File: src/rtl/freq_flag_stabiliser.sv
// ---------------------------------------------------------------------------
// freq_flag_stabiliser
//
// Conditions the raw frequency class from the audio pitch detector into the
// stable freq_flag that drives the brightness/pixel filter. A class must be
// seen HOLD_COUNT times in a row before it qualifies, and a qualified change
// is only committed on a frame_start pulse so a single video frame never
// mixes two effect levels. Prolonged silence falls back to flag 0.
//
// Ports:
//   clk          in   system clock
//   reset_n      in   asynchronous active-low reset
//   raw_valid    in   single-cycle strobe, raw_flag holds a new sample
//   raw_flag     in   detector class sample (FLAG_W bits)
//   frame_start  in   single-cycle pulse at the start of each video frame
//   freq_flag    out  stable, registered flag (FLAG_W bits)
//   flag_changed out  one-cycle pulse on the first cycle of a new freq_flag
//   pending      out  a qualified change is waiting for frame_start
// ---------------------------------------------------------------------------
module freq_flag_stabiliser #(
  parameter int FLAG_W         = 3,
  parameter int MAX_FLAG       = 4,
  parameter int HOLD_COUNT     = 4,
  parameter int TIMEOUT_CYCLES = 50_000_000
) (
  input  logic              clk,
  input  logic              reset_n,
  input  logic              raw_valid,
  input  logic [FLAG_W-1:0] raw_flag,
  input  logic              frame_start,
  output logic [FLAG_W-1:0] freq_flag,
  output logic              flag_changed,
  output logic              pending
);

  localparam int IDLE_W = (TIMEOUT_CYCLES > 1) ? $clog2(TIMEOUT_CYCLES + 1) : 1;
  localparam logic [IDLE_W-1:0] TIMEOUT_VAL = IDLE_W'(TIMEOUT_CYCLES);
  localparam logic [3:0]        HOLD_VAL    = 4'(HOLD_COUNT);
  localparam logic [FLAG_W-1:0] MAX_VAL     = FLAG_W'(MAX_FLAG);
  localparam bit                TIMEOUT_EN  = (TIMEOUT_CYCLES != 0);

  logic [FLAG_W-1:0] candidate_q,    candidate_d;
  logic [3:0]        streak_q,       streak_d;
  logic [FLAG_W-1:0] pending_flag_q, pending_flag_d;
  logic              pending_q,      pending_d;
  logic [FLAG_W-1:0] freq_flag_q,    freq_flag_d;
  logic              changed_q,      changed_d;
  logic [IDLE_W-1:0] idle_q,         idle_d;

  logic sample_ok;
  logic timeout_hit;
  logic commit;

  // Out-of-range samples are treated exactly as if no strobe occurred.
  assign sample_ok = raw_valid && (raw_flag <= MAX_VAL);

  // Fires on the edge where the idle counter reaches TIMEOUT_CYCLES; the
  // counter then parks there, so only one fallback happens per silence gap.
  assign timeout_hit = TIMEOUT_EN && !sample_ok && (idle_q == TIMEOUT_VAL - 1'b1);

  assign commit = frame_start && pending_q;

  always_comb begin
    // NOTE: every next-state signal gets a default first so no path through
    // this block leaves one unassigned, which would infer a latch.
    candidate_d    = candidate_q;
    streak_d       = streak_q;
    pending_flag_d = pending_flag_q;
    pending_d      = pending_q;
    freq_flag_d    = freq_flag_q;
    changed_d      = 1'b0;
    idle_d         = idle_q;

    // Silence tracking.
    if (sample_ok) begin
      idle_d = '0;
    end else if (TIMEOUT_EN && (idle_q != TIMEOUT_VAL)) begin
      idle_d = idle_q + 1'b1;
    end

    // Candidate / streak update.
    if (sample_ok) begin
      if (raw_flag == candidate_q) begin
        if (streak_q != HOLD_VAL) streak_d = streak_q + 4'd1;
      end else begin
        candidate_d = raw_flag;
        streak_d    = 4'd1;
      end
    end else if (timeout_hit) begin
      candidate_d = '0;
      streak_d    = HOLD_VAL;
    end

    // Commit uses the pending_flag held before this edge.
    if (commit) begin
      freq_flag_d = pending_flag_q;
      pending_d   = 1'b0;
      changed_d   = 1'b1;
    end

    // Qualification on the registered streak, compared against the value
    // freq_flag will hold after this edge so a same-edge commit is honoured.
    if (streak_q == HOLD_VAL) begin
      if (candidate_q != freq_flag_d) begin
        pending_d      = 1'b1;
        pending_flag_d = candidate_q;
      end else begin
        pending_d = 1'b0;
      end
    end
  end

  // NOTE: state registers use non-blocking assignments so every register
  // samples the pre-edge values, independent of statement order.
  always_ff @(posedge clk or negedge reset_n) begin
    if (!reset_n) begin
      candidate_q    <= '0;
      streak_q       <= '0;
      pending_flag_q <= '0;
      pending_q      <= 1'b0;
      freq_flag_q    <= '0;
      changed_q      <= 1'b0;
      idle_q         <= '0;
    end else begin
      candidate_q    <= candidate_d;
      streak_q       <= streak_d;
      pending_flag_q <= pending_flag_d;
      pending_q      <= pending_d;
      freq_flag_q    <= freq_flag_d;
      changed_q      <= changed_d;
      idle_q         <= idle_d;
    end
  end

  assign freq_flag    = freq_flag_q;
  assign flag_changed = changed_q;
  assign pending      = pending_q;

endmodule
File: config.mk
export PLATFORM = sky130hd
export DESIGN_NAME = freq_flag_stabiliser
export DESIGN_NICKNAME = d
export VERILOG_FILES = /design/src/rtl/freq_flag_stabiliser.sv
export SDC_FILE = /design/constraint.sdc
export NUM_CORES = 1
export LEC_CHECK = 0
export BUFFER_PORTS_ARGS = -buffer_cell sky130_fd_sc_hd__buf_2
export CORE_MARGIN = 2
export CORE_UTILIZATION = 55
export CTS_CLUSTER_DIAMETER = 150
export DETAILED_ROUTE_END_ITERATION = 12
export GPL_ROUTABILITY_DRIVEN = 0
export PLACE_DENSITY = 0.71
export REMOVE_ABC_BUFFERS = 1
export SYNTH_ARGS = -nofsm -noshare
export SYNTH_HDL_FRONTEND = slang
export SYNTH_SLANG_ARGS = --single-unit
File: constraint.sdc
create_clock -name clk -period 2 [get_ports clk]
set_input_delay 0 -clock clk [delete_from_list [all_inputs] [get_ports clk]]
set_output_delay 0 -clock clk [all_outputs]
set_load 0.05 [all_outputs]
==> flow_summary_export.csv, run 1 <==
group,metric,value,unit
clock_tree,cts_root_buffer,"clkbuf_8",
finish,syn2layout_area_growth,13.1,%
timing,rsz0062_at_grt,"no",
status,status,"finished, final reports clean",
timing,setup_violations,0,
power,seqPwrFrac,47.4,%
clock_tree,numCtsBuffers,5,
drt,vias,1601,
timing,min_period,1900,ps
die,fp.dieW,66.8,um
clock_tree,clk_pin_slew,80,ps
worst_setup_path,r2r_start,"pending",
clock_tree,clock_sinks,41,
clock_tree,cts_tree,"yes",
placement,place_inst,276,
finish,mostFrequentLayoutCells,"41 x dfrtp_1, 28 x nor2_1, 27 x nand2_1, 26 x xor2_1, 13 x nand3_1",
finish,antennaDiodeCount,0,
worst_setup_path,reg2reg_to,"pending_flag_q[0]",
timing,slew_headroom,39.7,%
finish,drive_gt1_share,15.0,%
global_route,antenna_found_initial,0,
die,initial_core_util,58.3,%
clock_tree,cts_buffer_depth,2,
clock_tree,postCtsSetupBuffers,0,
yosys,ys_ff_latch,41,
global_route,grt_overflow,0,
power,comb_power_share,23.2,%
drt,drt_pass1_iterations,4,
worst_setup_path,cp.required,2180,ps
yosys,ys_warn_count,0,
yosys,syn_area_per_cell,9.98,um2
clock_tree,clk-insertion-delay-late,290,ps
yosys,synth_cell_types,38,
worst_setup_path,r2r_slack,100,ps
worst_setup_path,arrival,2080,ps
die,die_y,66.8,um
drt,wl_per_cell,14.4,um
yosys,seq_area_frac_synth,47.4,%
power,power_density,889,mW/mm2
drt,viasPerCell,5.56,
drt,drc,0,
finish,fin_cells,288,
timing,skew,7.53,ps
worst_hold_path,hold_path_depth,4,
die,io_pins,12,
power,p_int,0.00147,W
worst_hold_path,hold_class,"in2reg",
yosys,synth_flop_cell,"dfrtp_1",
finish,seq_area,0.00103,mm2
global_route,grt_pass1_wl,7490,um
placement,hpwl,2980,um
timing,maxSlewViolCount,0,
worst_setup_path,critical_path_class,"reg2reg",
worst_hold_path,holdPathEnd,"candidate_q[0]",
worst_setup_path,endpoint_kind,"flip-flop",
die,die_area,0.00446,mm2
clock_tree,cts_max_level,2,
power,ir_worst_vdd,0.535,mV
finish,fillCellCount,293,
yosys,synth_top_area_share,47.4,%
die,placementRows,22,
drt,first_iter_violations,77,
placement,numPortBuffers,11,
yosys,synth_top_area_cell,"dfrtp_1",
worst_hold_path,min_from,"raw_valid",
yosys,ys_top_cells_by_area,"dfrtp_1 47%, xor2_1 11%, nor2_1 4.9%",
power,p_leak,1.10,nW
flow_run,drv_cap,0,
die,core,0.00372,mm2
drt,routed_wl,4150,um
timing,hold_viol_final,0,
timing,finalSetupTns,0,ps
power,swShare,32.5,%
timing,fmax,527,MHz
timing,worstMarginPinSlew,904,ps
drt,final_antenna_net_count,0,
yosys,synthesis.area,0.00217,mm2
worst_setup_path,crit_path_max_fanout,4,
finish,multi_input_area,0.00110,mm2
worst_setup_path,start_kind,"flip-flop",
global_route,grt_max_degree,42,
power,clkPwrFrac,29.4,%
timing,fin_worst_hold_slack,129,ps
yosys,synth-async-reset-ratio,100,%
timing,post-route-period-util,95.0,%
global_route,grt_pass1_vias,1738,
power,switching_power,0.000707,W
yosys,synth_edf_count,0,
finish,final_common_cell,"dfrtp_1",
global_route,grt_usage,22.6,%
finish,nets,252,
worst_setup_path,ff2ff_path_depth,5,
yosys,synth_cells,217,
layout make-up:
type / count / area share, %
multi-input cells: 165 / 44.8
inverters: 7 / 1.07
clock buffers: 5 / 2.81
well taps: 48 / 2.45
flip-flops and latches: 41 / 41.9
clock inverters: 2 / 1.43
repair buffers: 20 / 5.52
flip-flops by register name, indices dropped and copies added, names as in the netlist:
name            cells
candidate_q         3
flag_changed        1
idle_q             26
pending             1
freq_flag           3
pending_flag_q      3
streak_q            4
cell usage after synthesis (2+ instances only):
| cell type | count |
|---|---|
| mux2_1 | 3 |
| or3_1 | 3 |
| o21ai_0 | 2 |
| nor3_1 | 5 |
| nand4_1 | 7 |
| nand3b_1 | 2 |
| and4_1 | 2 |
| o21ai_1 | 5 |
| dfrtp_1 | 41 |
| o31ai_1 | 2 |
| mux2_2 | 3 |
| a21oi_1 | 3 |
| xnor2_1 | 4 |
| nor4_1 | 2 |
| nand3_1 | 13 |
| and2_1 | 3 |
| xor2_1 | 26 |
| nor2_1 | 28 |
| nor4_4 | 2 |
| nand2_1 | 27 |
| a21o_1 | 2 |
| ha_1 | 5 |
| inv_1 | 7 |
| nor4_2 | 2 |
| clkbuf_1 | 3 |
| nor3_2 | 3 |
stage by stage:
step	setup slack (ps)	power, W	util, %	area [um2]
floorplan	-64.6	0.00141	-	2140
global placement	183	0.00151	61.6	2290
detailed placement	96.3	0.00154	61.6	2290
CTS	87.0	0.00219	65.7	2440
global route	24.3	0.00229	65.9	2450
finish	101	0.00218	65.9	2450
metal layers:
layer  GRT usage [%]  part of all wire (%)
met1            26.3                    44
met2            39.3                    51
met3            5.07                   3.1
met4            10.2                   1.5
met5               0                     0
kinds of logic (layout without fill, tap and decap cells):
| logic type | after synthesis | count (layout) | synth area share [%] |
|---|---|---|---|
| compound gates | 16 | 16 | 4.97 |
| fa+ha+maj | 5 | 5 | 2.89 |
| mux | 7 | 7 | 3.58 |
| buf+inv | 11 | 34 | 2.25 |
| simple gates | 107 | 107 | 26.8 |
| flops | 41 | 41 | 47.4 |
| xor+xnor | 30 | 30 | 12.1 |
critical path, cell delays in order (launching register included):
cell and delay, ps:
dfrtp_1 390, nand2_1 160, mux2_2 380, xor2_1 170, o31ai_4 330, mux2_1 350
how the worst max path moves through the flow:
stage / from / to / slack, ps
6_report: pending / pending_flag_q[0] / 100
5_1_grt: pending / pending_flag_q[2] / 20
4_1_cts: pending / pending_flag_q[0] / 90
3_5_place_dp: pending / pending_flag_q[0] / 100
3_3_place_gp: pending / pending_flag_q[1] / 180
2_1_floorplan: pending / pending_flag_q[0] / -60
power by group through the flow:
stage | combinational, W | clock, W | sequential, W
final | 0.000505 | 0.000640 | 0.00103
after global routing | 0.000550 | 0.000688 | 0.00105
after CTS | 0.000508 | 0.000652 | 0.00103
after detailed placement | 0.000499 | 0 | 0.00105
after global placement | 0.000477 | 0 | 0.00104
after floorplan | 0.000254 | 0 | 0.00115
timing repair:
item / in CTS / in global routing
resized for setup: 0 / 1
hold endpoints to repair: 45 / 0
hold buffers: 5 / 0
setup endpoints to repair: 0 / 1
Note: power is estimated with default switching activity, not from simulation.
==> run 2: changes to the inputs <==
--- a/config.mk
+++ b/config.mk
@@ -8,6 +8,7 @@
 export BUFFER_PORTS_ARGS = -buffer_cell sky130_fd_sc_hd__buf_2
 export CORE_MARGIN = 2
 export CORE_UTILIZATION = 55
+export CTS_BUF_LIST = sky130_fd_sc_hd__clkbuf_16
 export CTS_CLUSTER_DIAMETER = 150
 export DETAILED_ROUTE_END_ITERATION = 12
 export GPL_ROUTABILITY_DRIVEN = 0
==> run 2 against run 1 <==
Sequential power is essentially flat. Critical path type unchanged. Highest routed layer unchanged. Worst setup slack gained 13 ps. First-iteration DRC count grew 5.2%. Register-to-register slack is essentially flat.
==> flow_summary_export.csv, run 2 (synthesis results as in run 1) <==
group,metric,value,unit
clock_tree,cts_tree,"yes",
die,die_y,66.8,um
finish,multi_input_area,0.00110,mm2
timing,setup_violations,0,
placement,place_inst,276,
die,io_pins,12,
timing,skew,6.21,ps
finish,nets,252,
finish,seq_area,0.00103,mm2
worst_setup_path,crit_path_start,"pending",
drt,final_antenna_net_count,0,
timing,min_period,1890,ps
finish,syn2layout_area_growth,15.7,%
worst_hold_path,hold_path_depth,4,
clock_tree,clk-insertion-delay-late,280,ps
worst_setup_path,arrival,2050,ps
worst_setup_path,crit_path_max_fanout,4,
power,p_total,0.00242,W
worst_setup_path,crit_cells,5,
drt,vias,1617,
worst_setup_path,critical_path_class,"reg2reg",
finish,reg_top3,"idle_q x26, streak_q x4",
worst_setup_path,endpoint_kind,"flip-flop",
finish,mostFrequentLayoutCells,"41 x dfrtp_1, 28 x nor2_1, 27 x nand2_1, 26 x xor2_1, 13 x nand3_1",
finish,antennaDiodeCount,0,
placement,placed_cell_area,0.00229,mm2
power,p_leak,1.13,nW
drt,drc,0,
global_route,antenna_found_initial,0,
die,placementRows,22,
placement,hpwl,2980,um
drt,routed_wl,4280,um
clock_tree,postCtsSetupBuffers,0,
worst_setup_path,cp.required,2160,ps
power,ir_worst_vdd,0.905,mV
clock_tree,cts_root_buffer,"clkbuf_16",
global_route,grt_pass1_wl,7620,um
worst_setup_path,cp_slowest_stage_delay,380,ps
timing,post-route-period-util,94.3,%
die,fp.dieW,66.8,um
drt,drt_pass1_iterations,4,
finish,drive_gt1_share,15.0,%
timing,finalSetupTns,0,ps
worst_setup_path,ff2ff_path_depth,5,
global_route,grt_max_degree,42,
timing,rsz0062_at_grt,"no",
drt,viasPerCell,5.61,
status,status,"finished, final reports clean",
drt,wl_per_cell,14.9,um
finish,final_util,67.4,%
clock_tree,cts_max_level,2,
clock_tree,numCtsBuffers,5,
finish,fin_cells,288,
clock_tree,clk_pin_slew,60,ps
timing,slew_headroom,39.9,%
die,initial_core_util,58.3,%
global_route,grt_overflow,0,
finish,largest-register,"idle_q",
worst_setup_path,cp_cell_sequence,"nand2_1 -> mux2_2 -> xor2_1 -> o31ai_4 -> mux2_1",
clock_tree,clock_sinks,41,
die,die_area,0.00446,mm2
timing,hold_viol_final,0,
finish,fillCellCount,290,
flow_run,drv_cap,0,
timing,maxSlewViolCount,0,
finish,final_common_cell,"dfrtp_1",
worst_hold_path,hold_class,"in2reg",
worst_hold_path,min_from,"raw_valid",
timing,fmax,530,MHz
worst_setup_path,cp_num_buf_inv,0,
worst_setup_path,crit_family,"multiplexers",
global_route,grt_pass1_vias,1742,
finish,largest_reg_flops,26,
timing,worstMarginPinSlew,901,ps
placement,numPortBuffers,11,
worst_setup_path,start_kind,"flip-flop",
finish,final_cell_area,0.00250,mm2
clock_tree,cts_buffer_depth,2,
power,power_density,968,mW/mm2
worst_setup_path,cp_slowest_cell,"dfrtp_1",
worst_setup_path,r2r_start,"pending",
global_route,grt_usage,23.0,%
die,core,0.00372,mm2
drt,first_iter_violations,81,
-- run 2: cell counts in the layout (fill, tap and decap cells not counted) --
No cell type changed its count.
-- run 2: timing repair --
item	4_1_cts	5_1_grt
endpoints found under the hold margin	45	0
hold buffers	5	0
gates resized for setup	0	1
setup endpoints to repair	0	3
-- run 2: stage by stage --
step,hold WS (ps),worst slack (ps)
floorplan,-296,-64.6
global placement,157,183
detailed placement,180,96.3
CTS,144,89.7
global route,191,15.6
finish,144,114
-- run 2: final timing paths --
path	to	slack (ps)
max	pending_flag_q[0]	110
min	candidate_q[0]	140
max reg2reg	pending_flag_q[0]	110
min reg2reg	pending_flag_q[2]	490
max in group asynchronous	idle_q[8]	1040
min in group asynchronous	candidate_q[0]	400
-- run 2: area by class of cell --
class / instances / area share (%)
clock buffer: 5 / 5.00
multi-input combinational: 165 / 43.8
timing repair buffer: 20 / 5.39
tap: 48 / 2.40
clock inverter: 2 / 1.40
inverter: 7 / 1.05
sequential: 41 / 41.0
-- run 2: worst min-delay path, stage by stage --
cell     delay (ps)
buf_2            90
nand2_1         140
nand2_1         110
o21ai_1          50
-- run 2: metal layers --
metal / routed length, um / up-vias / part of all wire, % / global-route usage, %
li1: - / 784 / - / -
met1: 1900 / 799 / 44 / 26.6
met2: 2150 / 26 / 50 / 40.1
met3: 129 / 8 / 3.0 / 5.24
met4: 103 / 0 / 2.4 / 11.0
met5: 0 / - / 0 / 0
-- run 2: where the power goes --
part	switching [W]	total [W]	leakage, nW	internal (W)
registers	0.000103	0.00104	0.550	0.000936
clock network	0.000300	0.000878	0.0797	0.000578
logic	0.000334	0.000507	0.496	0.000174
total	0.000736	0.00242	1.13	0.00169
==> run 3: changes to the inputs <==
--- a/config.mk
+++ b/config.mk
@@ -14,6 +14,7 @@
 export GPL_ROUTABILITY_DRIVEN = 0
 export PLACE_DENSITY = 0.71
 export REMOVE_ABC_BUFFERS = 1
+export SETUP_SLACK_MARGIN = 0.15
 export SYNTH_ARGS = -nofsm -noshare
 export SYNTH_HDL_FRONTEND = slang
 export SYNTH_SLANG_ARGS = --single-unit
==> run 3 against run 2 <==
Core utilization up 1.9 points. Count of clock-buffer cells in the layout is the same. Non-clock buffer count up 1. Power grew 3.3%. Sequential share of layout area fell by 1.1 points. Worst hold slack worse by 140 ps. Largest cell class unchanged.
==> flow_summary_export.csv, run 3 (synthesis results as in run 1) <==
group,metric,value,unit
worst_setup_path,ff2ff_path_depth,5,
drt,first_iter_violations,101,
timing,post-route-period-util,90.7,%
drt,vias,1643,
clock_tree,cts_max_level,2,
global_route,grt_overflow,0,
timing,rsz0062_at_grt,"yes",
clock_tree,cts_root_buffer,"clkbuf_16",
clock_tree,clock_sinks,41,
timing,min_period,1810,ps
global_route,antenna_found_initial,0,
finish,seq_area,0.00103,mm2
finish,final_common_cell,"dfrtp_1",
timing,skew,5.23,ps
worst_setup_path,cp_slowest_stage_delay,410,ps
clock_tree,clk_pin_slew,60,ps
status,status,"finished, final reports clean",
timing,hold_viol_final,0,
drt,drc,0,
worst_setup_path,critical_path_class,"reg2reg",
timing,setup_violations,0,
timing,slew_headroom,41.7,%
drt,viasPerCell,5.69,
global_route,grt_max_degree,42,
finish,reg_top3,"idle_q x26, streak_q x4",
worst_setup_path,path_common_cell,"mux2_4",
finish,mostFrequentLayoutCells,"41 x dfrtp_1, 28 x nor2_1, 26 x nand2_1, 24 x xor2_1, 13 x nand3_1",
worst_hold_path,hold_path_depth,3,
drt,drt_pass1_iterations,4,
flow_run,drv_cap,0,
worst_setup_path,arrival,1980,ps
global_route,grt_pass1_wl,7720,um
timing,fin_worst_hold_slack,3.10,ps
die,core,0.00372,mm2
worst_setup_path,cp_slowest_cell,"dfrtp_1",
placement,hpwl,2980,um
worst_setup_path,endpoint_kind,"flip-flop",
die,initial_core_util,58.3,%
worst_setup_path,cp_cell_sequence,"nand2_4 -> mux2_4 -> xor2_2 -> o31ai_4 -> mux2_4",
timing,worstMarginPinSlew,875,ps
worst_setup_path,start_kind,"flip-flop",
timing,fmax,551,MHz
drt,routed_wl,4370,um
worst_setup_path,crit_path_max_fanout,4,
timing,finalSetupTns,0,ps
power,p_leak,1.18,nW
finish,drive_gt1_share,19.1,%
drt,wl_per_cell,15.1,um
finish,antennaDiodeCount,0,
clock_tree,cts_buffer_depth,2,
finish,fin_cells,289,
clock_tree,clk-insertion-delay-late,280,ps
die,io_pins,12,
die,fp.dieW,66.8,um
worst_hold_path,hold_class,"in2reg",
power,ir_worst_vdd,0.923,mV
global_route,grt_usage,23.4,%
power,power_density,973,mW/mm2
timing,maxSlewViolCount,0,
finish,nets,253,
clock_tree,cts_tree,"yes",
drt,final_antenna_net_count,0,
finish,final_util,69.3,%
placement,numPortBuffers,11,
finish,largest_reg_flops,26,
finish,syn2layout_area_growth,18.9,%
die,die_y,66.8,um
placement,place_inst,276,
global_route,grt_pass1_vias,1740,
die,die_area,0.00446,mm2
finish,largest-register,"idle_q",
finish,multi_input_area,0.00116,mm2
worst_setup_path,cp.required,2160,ps
die,placementRows,22,
clock_tree,numCtsBuffers,5,
finish,fillCellCount,278,
power,p_total,0.00250,W
==> run 3: final cells by class <==
class | count | share of cell area [%]
clock buffers | 5 | 4.86
inverters | 7 | 1.02
flip-flops and latches | 41 | 39.8
well taps | 48 | 2.33
repair buffers | 21 | 5.44
clock inverters | 2 | 1.36
multi-input cells | 165 | 45.1
==> run 3: what timing repair did <==
action	in CTS	in global routing
resized for setup	7	7
hold buffers	4	0
pin swaps	2	4
endpoints found under the hold margin	44	0
buffers inserted	0	2
cloned	0	0
endpoints found under the setup margin	3	14
==> run 3: worst max-delay path, delay by kind of cell, from the launching register on <==
kind	cells	cell delay [ps]
flops	1	410
simple gates	1	110
mux	2	660
compound gates	1	360
xor+xnor	1	160
==> run 3: power breakdown <==
part	internal (W)	switching (W)	total, W
clock network	0.000578	0.000298	0.000877
registers	0.000936	0.000116	0.00105
logic	0.000226	0.000350	0.000576
total	0.00174	0.000764	0.00250
==> run 3: metrics by stage <==
step	setup WS, ps	area, um2
floorplan	-64.6	2140
global placement	183	2290
detailed placement	96.3	2290
CTS	151	2520
global route	95.7	2570
finish	186	2570
==> run 3: worst paths after layout <==
kind	from	to	slack [ps]
worst max-delay path	pending	pending_flag_q[0]	190
worst min-delay path	frame_start	flag_changed	3
worst max register to register	pending	pending_flag_q[0]	190
worst min register to register	pending_flag_q[2]	pending_flag_q[2]	510
max in group asynchronous	reset_n	idle_q[8]	1070
min in group asynchronous	reset_n	flag_changed	390
==> run 3: metal layers <==
metal | vias up | GRT usage [%] | wire [um] | part of all wire [%]
met2 | 36 | 40.0 | 2200 | 50
met5 | - | 0 | 0 | 0
met1 | 811 | 27.5 | 1880 | 43
li1 | 784 | - | - | -
met3 | 12 | 5.41 | 164 | 3.8
met4 | 0 | 11.5 | 129 | 3.0
